--- src/rtl/viola_pkg.sv ---
// Shared opcode encoding, tag width and load/store range for the viola core.
package viola_pkg;

    localparam int TAG_W = 3;

    localparam logic [4:0] ADD   = 5'd0;
    localparam logic [4:0] SUB   = 5'd1;
    localparam logic [4:0] AND_C = 5'd2;
    localparam logic [4:0] OR_C  = 5'd3;
    localparam logic [4:0] XOR_C = 5'd4;
    localparam logic [4:0] SLL   = 5'd5;
    localparam logic [4:0] SRL   = 5'd6;
    localparam logic [4:0] SRA   = 5'd7;
    localparam logic [4:0] SLT   = 5'd8;
    localparam logic [4:0] SLTU  = 5'd9;
    localparam logic [4:0] BEQ   = 5'd10;
    localparam logic [4:0] BNE   = 5'd11;
    localparam logic [4:0] BLT   = 5'd12;
    localparam logic [4:0] BGE   = 5'd13;
    localparam logic [4:0] BLTU  = 5'd14;
    localparam logic [4:0] BGEU  = 5'd15;
    localparam logic [4:0] LUI   = 5'd16;
    localparam logic [4:0] AUIPC = 5'd17;
    localparam logic [4:0] LB    = 5'd18;
    localparam logic [4:0] LH    = 5'd19;
    localparam logic [4:0] LW    = 5'd20;
    localparam logic [4:0] LBU   = 5'd21;
    localparam logic [4:0] LHU   = 5'd22;
    localparam logic [4:0] SB    = 5'd23;
    localparam logic [4:0] SH    = 5'd24;
    localparam logic [4:0] SW    = 5'd25;
    localparam logic [4:0] JAL_C = 5'd26;

    localparam logic [4:0] OP_NONE = 5'b11111;
    localparam logic [4:0] LS_LO   = 5'b10010;
    localparam logic [4:0] LS_HI   = 5'b11001;

    function automatic logic is_ls(input logic [4:0] op);
        return (op >= LS_LO) && (op <= LS_HI);
    endfunction

endpackage

--- src/rtl/rs_picker.sv ---
// Lowest-index priority encoder: reports whether any request bit is set and the first one.
module rs_picker #(
    parameter int N = 4
) (
    input  logic [N-1:0]         req,
    output logic                 found,
    output logic [$clog2(N)-1:0] idx
);
    localparam int IDX_W = $clog2(N);

    always_comb begin
        found = 1'b0;
        idx   = '0;
        // Scan downward so the lowest set bit is the last one written.
        for (int i = N - 1; i >= 0; i--) begin
            if (req[i]) begin
                found = 1'b1;
                idx   = IDX_W'(i);
            end
        end
    end

endmodule

--- src/rtl/reservation_station.sv ---
// ALU reservation station: buffers dispatched ops, snoops ALU/memory result broadcasts,
// and issues the lowest-index ready entry each cycle.
module reservation_station #(
    parameter int DEPTH = 4,
    parameter int TAG_W = 3
) (
    input  logic             clk,
    input  logic             rst,
    input  logic             flush,
    input  logic [4:0]       op_in,
    input  logic [31:0]      value1_in,
    input  logic [31:0]      value2_in,
    input  logic [TAG_W-1:0] query1_in,
    input  logic [TAG_W-1:0] query2_in,
    input  logic [TAG_W-1:0] target_in,
    input  logic [31:0]      imm_in,
    input  logic             is_branch_in,
    input  logic [TAG_W-1:0] alu_num,
    input  logic [31:0]      alu_value,
    input  logic [TAG_W-1:0] mem_num,
    input  logic [31:0]      mem_value,
    output logic             rs_full,
    output logic [4:0]       alu_op,
    output logic [31:0]      alu_a,
    output logic [31:0]      alu_b,
    output logic [31:0]      alu_imm,
    output logic [TAG_W-1:0] alu_target,
    output logic             alu_is_branch,
    output logic             rs_overflow
);
    import viola_pkg::*;

    localparam int IDX_W = $clog2(DEPTH);

    logic [DEPTH-1:0] busy;
    logic [4:0]       op  [DEPTH];
    logic [31:0]      v1  [DEPTH];
    logic [31:0]      v2  [DEPTH];
    logic [TAG_W-1:0] q1  [DEPTH];
    logic [TAG_W-1:0] q2  [DEPTH];
    logic [31:0]      imm [DEPTH];
    logic [TAG_W-1:0] tgt [DEPTH];
    logic             br  [DEPTH];

    logic [DEPTH-1:0] free_vec;
    logic [DEPTH-1:0] ready_vec;
    logic             free_found;
    logic             ready_found;
    logic [IDX_W-1:0] free_idx;
    logic [IDX_W-1:0] ready_idx;
    logic             dispatch;
    logic             do_insert;
    logic             overflow_evt;
    logic             full_next;
    int               occ;

    function automatic logic tag_hit(input logic [TAG_W-1:0] q, input logic [TAG_W-1:0] num);
        return (q != '0) && (q == num);
    endfunction

    // Both vectors come from registered state, so a slot freed by issue is only visible next cycle.
    always_comb begin
        free_vec  = ~busy;
        ready_vec = '0;
        for (int i = 0; i < DEPTH; i++) begin
            ready_vec[i] = busy[i] && (q1[i] == '0) && (q2[i] == '0);
        end
    end

    rs_picker #(.N(DEPTH)) u_free_pick (
        .req   (free_vec),
        .found (free_found),
        .idx   (free_idx)
    );

    rs_picker #(.N(DEPTH)) u_ready_pick (
        .req   (ready_vec),
        .found (ready_found),
        .idx   (ready_idx)
    );

    always_comb begin
        dispatch     = (op_in != OP_NONE) && !is_ls(op_in);
        do_insert    = dispatch && free_found;
        overflow_evt = dispatch && !free_found;
        occ          = 0;
        for (int i = 0; i < DEPTH; i++) begin
            occ = occ + int'(busy[i]);
        end
        occ       = occ + int'(do_insert) - int'(ready_found);
        full_next = (occ >= DEPTH - 1);
    end

    always_ff @(posedge clk) begin
        if (!rst) begin
            busy          <= '0;
            alu_op        <= OP_NONE;
            alu_a         <= '0;
            alu_b         <= '0;
            alu_imm       <= '0;
            alu_target    <= '0;
            alu_is_branch <= 1'b0;
            rs_full       <= 1'b0;
            rs_overflow   <= 1'b0;
            for (int i = 0; i < DEPTH; i++) begin
                op[i]  <= OP_NONE;
                v1[i]  <= '0;
                v2[i]  <= '0;
                q1[i]  <= '0;
                q2[i]  <= '0;
                imm[i] <= '0;
                tgt[i] <= '0;
                br[i]  <= 1'b0;
            end
        end else if (flush) begin
            busy    <= '0;
            alu_op  <= OP_NONE;
            rs_full <= 1'b0;
        end else begin
            for (int i = 0; i < DEPTH; i++) begin
                if (busy[i]) begin
                    if (tag_hit(q1[i], alu_num)) begin
                        v1[i] <= alu_value;
                        q1[i] <= '0;
                    end else if (tag_hit(q1[i], mem_num)) begin
                        v1[i] <= mem_value;
                        q1[i] <= '0;
                    end
                    if (tag_hit(q2[i], alu_num)) begin
                        v2[i] <= alu_value;
                        q2[i] <= '0;
                    end else if (tag_hit(q2[i], mem_num)) begin
                        v2[i] <= mem_value;
                        q2[i] <= '0;
                    end
                end
            end

            if (ready_found) begin
                busy[ready_idx] <= 1'b0;
                alu_op          <= op[ready_idx];
                alu_a           <= v1[ready_idx];
                alu_b           <= v2[ready_idx];
                alu_imm         <= imm[ready_idx];
                alu_target      <= tgt[ready_idx];
                alu_is_branch   <= br[ready_idx];
            end else begin
                alu_op <= OP_NONE;
            end

            // Insert slot is never the issued slot, and is not busy, so wakeup above never touches it.
            if (do_insert) begin
                busy[free_idx] <= 1'b1;
                op[free_idx]   <= op_in;
                imm[free_idx]  <= imm_in;
                tgt[free_idx]  <= target_in;
                br[free_idx]   <= is_branch_in;
                if (tag_hit(query1_in, alu_num)) begin
                    v1[free_idx] <= alu_value;
                    q1[free_idx] <= '0;
                end else if (tag_hit(query1_in, mem_num)) begin
                    v1[free_idx] <= mem_value;
                    q1[free_idx] <= '0;
                end else begin
                    v1[free_idx] <= value1_in;
                    q1[free_idx] <= query1_in;
                end
                if (tag_hit(query2_in, alu_num)) begin
                    v2[free_idx] <= alu_value;
                    q2[free_idx] <= '0;
                end else if (tag_hit(query2_in, mem_num)) begin
                    v2[free_idx] <= mem_value;
                    q2[free_idx] <= '0;
                end else begin
                    v2[free_idx] <= value2_in;
                    q2[free_idx] <= query2_in;
                end
            end

            if (overflow_evt) begin
                rs_overflow <= 1'b1;
            end
            rs_full <= full_next;
        end
    end

endmodule

--- config.mk ---
export PLATFORM = sky130hd
export DESIGN_NAME = reservation_station
export DESIGN_NICKNAME = d
export VERILOG_FILES = /design/src/rtl/viola_pkg.sv /design/src/rtl/rs_picker.sv /design/src/rtl/reservation_station.sv
export SDC_FILE = /design/constraint.sdc
export NUM_CORES = 1
export LEC_CHECK = 0
export BUFFER_PORTS_ARGS = -buffer_cell sky130_fd_sc_hd__clkbuf_2
export CAP_MARGIN = 25
export CORE_AREA = 2 2 212 214
export DETAILED_ROUTE_END_ITERATION = 7
export DIE_AREA = 0 0 214 216
export HOLD_SLACK_MARGIN = 0.02
export PLACE_DENSITY_LB_ADDON = 0.05
export RECOVER_POWER = 50
export SYNTH_ARGS = -nofsm -noshare
export SYNTH_HDL_FRONTEND = slang
export SYNTH_SLANG_ARGS = --single-unit
--- constraint.sdc ---
create_clock -name clk -period 6.1 [get_ports clk]
set_input_delay 0.305 -clock clk [delete_from_list [all_inputs] [get_ports clk]]
set_output_delay 0.305 -clock clk [all_outputs]
set_load 0.1 [all_outputs]
==> results_dict.tcl <==
set metrics [dict create \
    failed_checks "max-capacitance violations, max-slew violations" \
    gp_congestion 0.890 \
    via_per_inst 7.11 \
    grt_pass1_vias 22740 \
    drc 0 \
    yosys.cell_types.count 75 \
    status "finished, violations left" \
    setup_viol_count_final 0 \
    whs_ns 0.0600 \
    avgSynthCellArea_sq_um 11.2 \
    core_sq_um 43800 \
    htreeDepth 2 \
    fmax_mhz 196 \
    num_vias 22844 \
    antenna_found_initial 4 \
    drt_iter0_drc 3138 \
    post-place-ws_ns 1.61 \
    avgRoutedWirePerCell_um 28.2 \
    seq_area_frac_synth_pct 56.9 \
    die_h_um 216 \
    fill_cells 3285 \
    cts_made_buffers 57 \
    worstMarginPinSlew_ns 2.73 \
    finalNonFillerCells 3212 \
    layout.nets 2764 \
    ys.flop_type "edfxtp_1" \
    crit_top_cell "clkbuf_1" \
    syn_area_sq_um 27300 \
    peakVddDrop_mv 0.186 \
    firstDrtPassIters 7 \
    cp_slowest_stage_delay_ns 1.85 \
    clock_skew_ns 0.0175 \
    hold_viol_final 0 \
    dp.final_hpwl_um 49300 \
    crit_slowest_cell "clkbuf_1" \
    syn_inst 2431 \
    hold_path_class "in -> reg" \
    setup_ws_ns 1.00 \
    placed_area_sq_um 28800 \
    post_cts_resize_count 0 \
    synth_edf_count 441 \
    critPathCaptureType "register" \
    fin_util_pct 70.3 \
    syn-num-nets 2622 \
    yosys-top-cells-count "edfxtp_1, a22oi_1, clkbuf_1" \
    power.leakage_nw 11.2 \
    port_buffers 290 \
    sw_frac_of_total_pct 24.7 \
    dp.cells 3065 \
    power_frac_seq_pct 50.9 \
    p_total_mw 8.50 \
    totalWireLength_um 90500 \
    fin_crit_sh_pct 83.6 \
    cap_violations 13 \
    synth_area_leaders "edfxtp_1, dfxtp_1, a22oi_1" \
    path_class "in -> reg" \
    num_io_pins 291 \
    clock-root-buffer "clkbuf_16" \
    multiInputGateArea_sq_um 10600 \
    relSlewSlack_pct -82.1 \
    p_clk_share_pct 39.8 \
    worstPathRequired_ns 6.29 \
    synth_most_common_cell "edfxtp_1" \
    tns_ns 0 \
    grt.overflow.total 0 \
    rows 77 \
    ant_nets 0 \
    grt_max_degree 77 \
    die_w_um 214 \
    grt_use_total_pct 38.2 \
    ys_ff_latch 555 \
    ys_warn_count 0 \
    netSwitchingPower_mw 2.10 \
    drv_slew 523 \
    cellPowerDensity_nw_per_um2 276 \
    clock_latency_ns 0.63 \
    fin_area_sq_um 30800 \
    layout-drive-gt1-share_pct 15.4 \
    power_frac_comb_pct 9.3 \
    rsz0062_at_grt "false" \
    synthArstFlopShare_pct 0 \
    clkTransAtPathRegs_ns 0.06 \
    clockBufferDepth 3 \
    start_kind "input port" \
    cts_tree "done" \
    yosysTopAreaCellShare_pct 48.5 \
    cp_cell_sequence "dlygate4sd3_1 -> clkbuf_1 -> o21ba_2 -> o31ai_1 -> nand2_4 -> o41a_1 -> inv_1 -> or3_2 -> clkbuf_1" \
    internal-power_mw 6.40 \
    area_growth_syn_to_layout_pct 12.9 \
    grt_pass1_wl_um 134000 \
    crit_fanout 32 \
    dieArea_sq_um 46200 \
    yosys.area.top_type "edfxtp_1" \
    arrival_ns 5.29 \
    seq_area_sq_um 15500 \
    initial_core_util_pct 62.3 \
    cts.sinks 555 \
    finalCriticalPeriod_ns 5.10 \
]
layout by cell type (no fill, tap or decap), types with 13 or more instances in the layout:
cell             n
o21ai_0        163
mux2i_2         13
mux2i_1         71
a22oi_1        225
inv_1           13
nor3_1          19
nor2_1          31
o22ai_1         22
and3_1          95
mux2_2          47
clkbuf_2       183
o21ai_1         86
dlygate4sd3_1   36
edfxtp_1       441
clkbuf_1       141
clkbuf_16       59
a21oi_1        194
nand2_1        140
mux2_1          17
and2_1          27
buf_4           23
and2_0          48
xor2_1          27
dfxtp_1        114
xnor2_1         17
a31oi_1        101
o221ai_1       109
area by class of cell:
class                           count  area share, %
Antenna cell                        1        0.00812
Clock buffer                       89           5.38
Clock inverter                     16          0.406
Inverter                           13          0.158
Multi-Input combinational cell   1574           34.3
Sequential cell                   555           50.4
Tap cell                          592           2.40
Timing Repair Buffer              372           7.01
path summary, 6_finish.rpt:
check | from | to | slack, ns | cells after the start
min reg2reg | br[0] | alu_is_branch | 0.49 | 2
max reg2reg | q1[2][2] | alu_a[1] | 1.29 | 7
max | op_in[3] | v2[3][19] | 1.00 | 9
min | op_in[0] | op[2][0] | 0.06 | 2
cells by family after synthesis:
family	synth area share [%]
DFF	56.9
xor gates and xnor gates	1.41
buffers and inverters	4.83
AOI/OAI and AO/OA	21.9
muxes	5.98
adders and majority gates	0.403
and+or+nand+nor	8.59
critical path, delay by kind of cell:
family | cells | cell delay, ns
AOI/OAI and AO/OA | 3 | 1.08
buffers and inverters | 4 | 3.35
and+or+nand+nor | 2 | 0.51
per-layer routing:
layer  vias to the layer above  share of wire, %  track usage, %
li1                       9693                 -               -
met1                     11060                35            47.3
met2                      1718                48            62.6
met3                       367                12            7.47
met4                         6               5.3            22.7
met5                         -             0.040               0
timing repair:
action / in CTS / in global routing
buffers inserted: 0 / 0
endpoints found under the hold margin: 119 / 0
hold buffers: 36 / 0
power by group through the flow:
stage,logic [mW],registers [mW],clock network (mW)
after floorplan,0.433,4.46,0
final,0.790,4.32,3.39
after detailed placement,0.756,4.40,0
after CTS,0.780,4.32,3.38
after global routing,0.832,4.33,3.54
after global placement,0.725,4.39,0
registers in the layout, summed over array words and instances (netlist names), 4 cells and up:
name,cells
q2,12
v1,128
br,4
imm,128
alu_imm,32
alu_op,5
op,20
alu_a,32
tgt,12
alu_b,32
v2,128
busy,4
q1,12
Note: power is estimated with default switching activity, not from simulation.
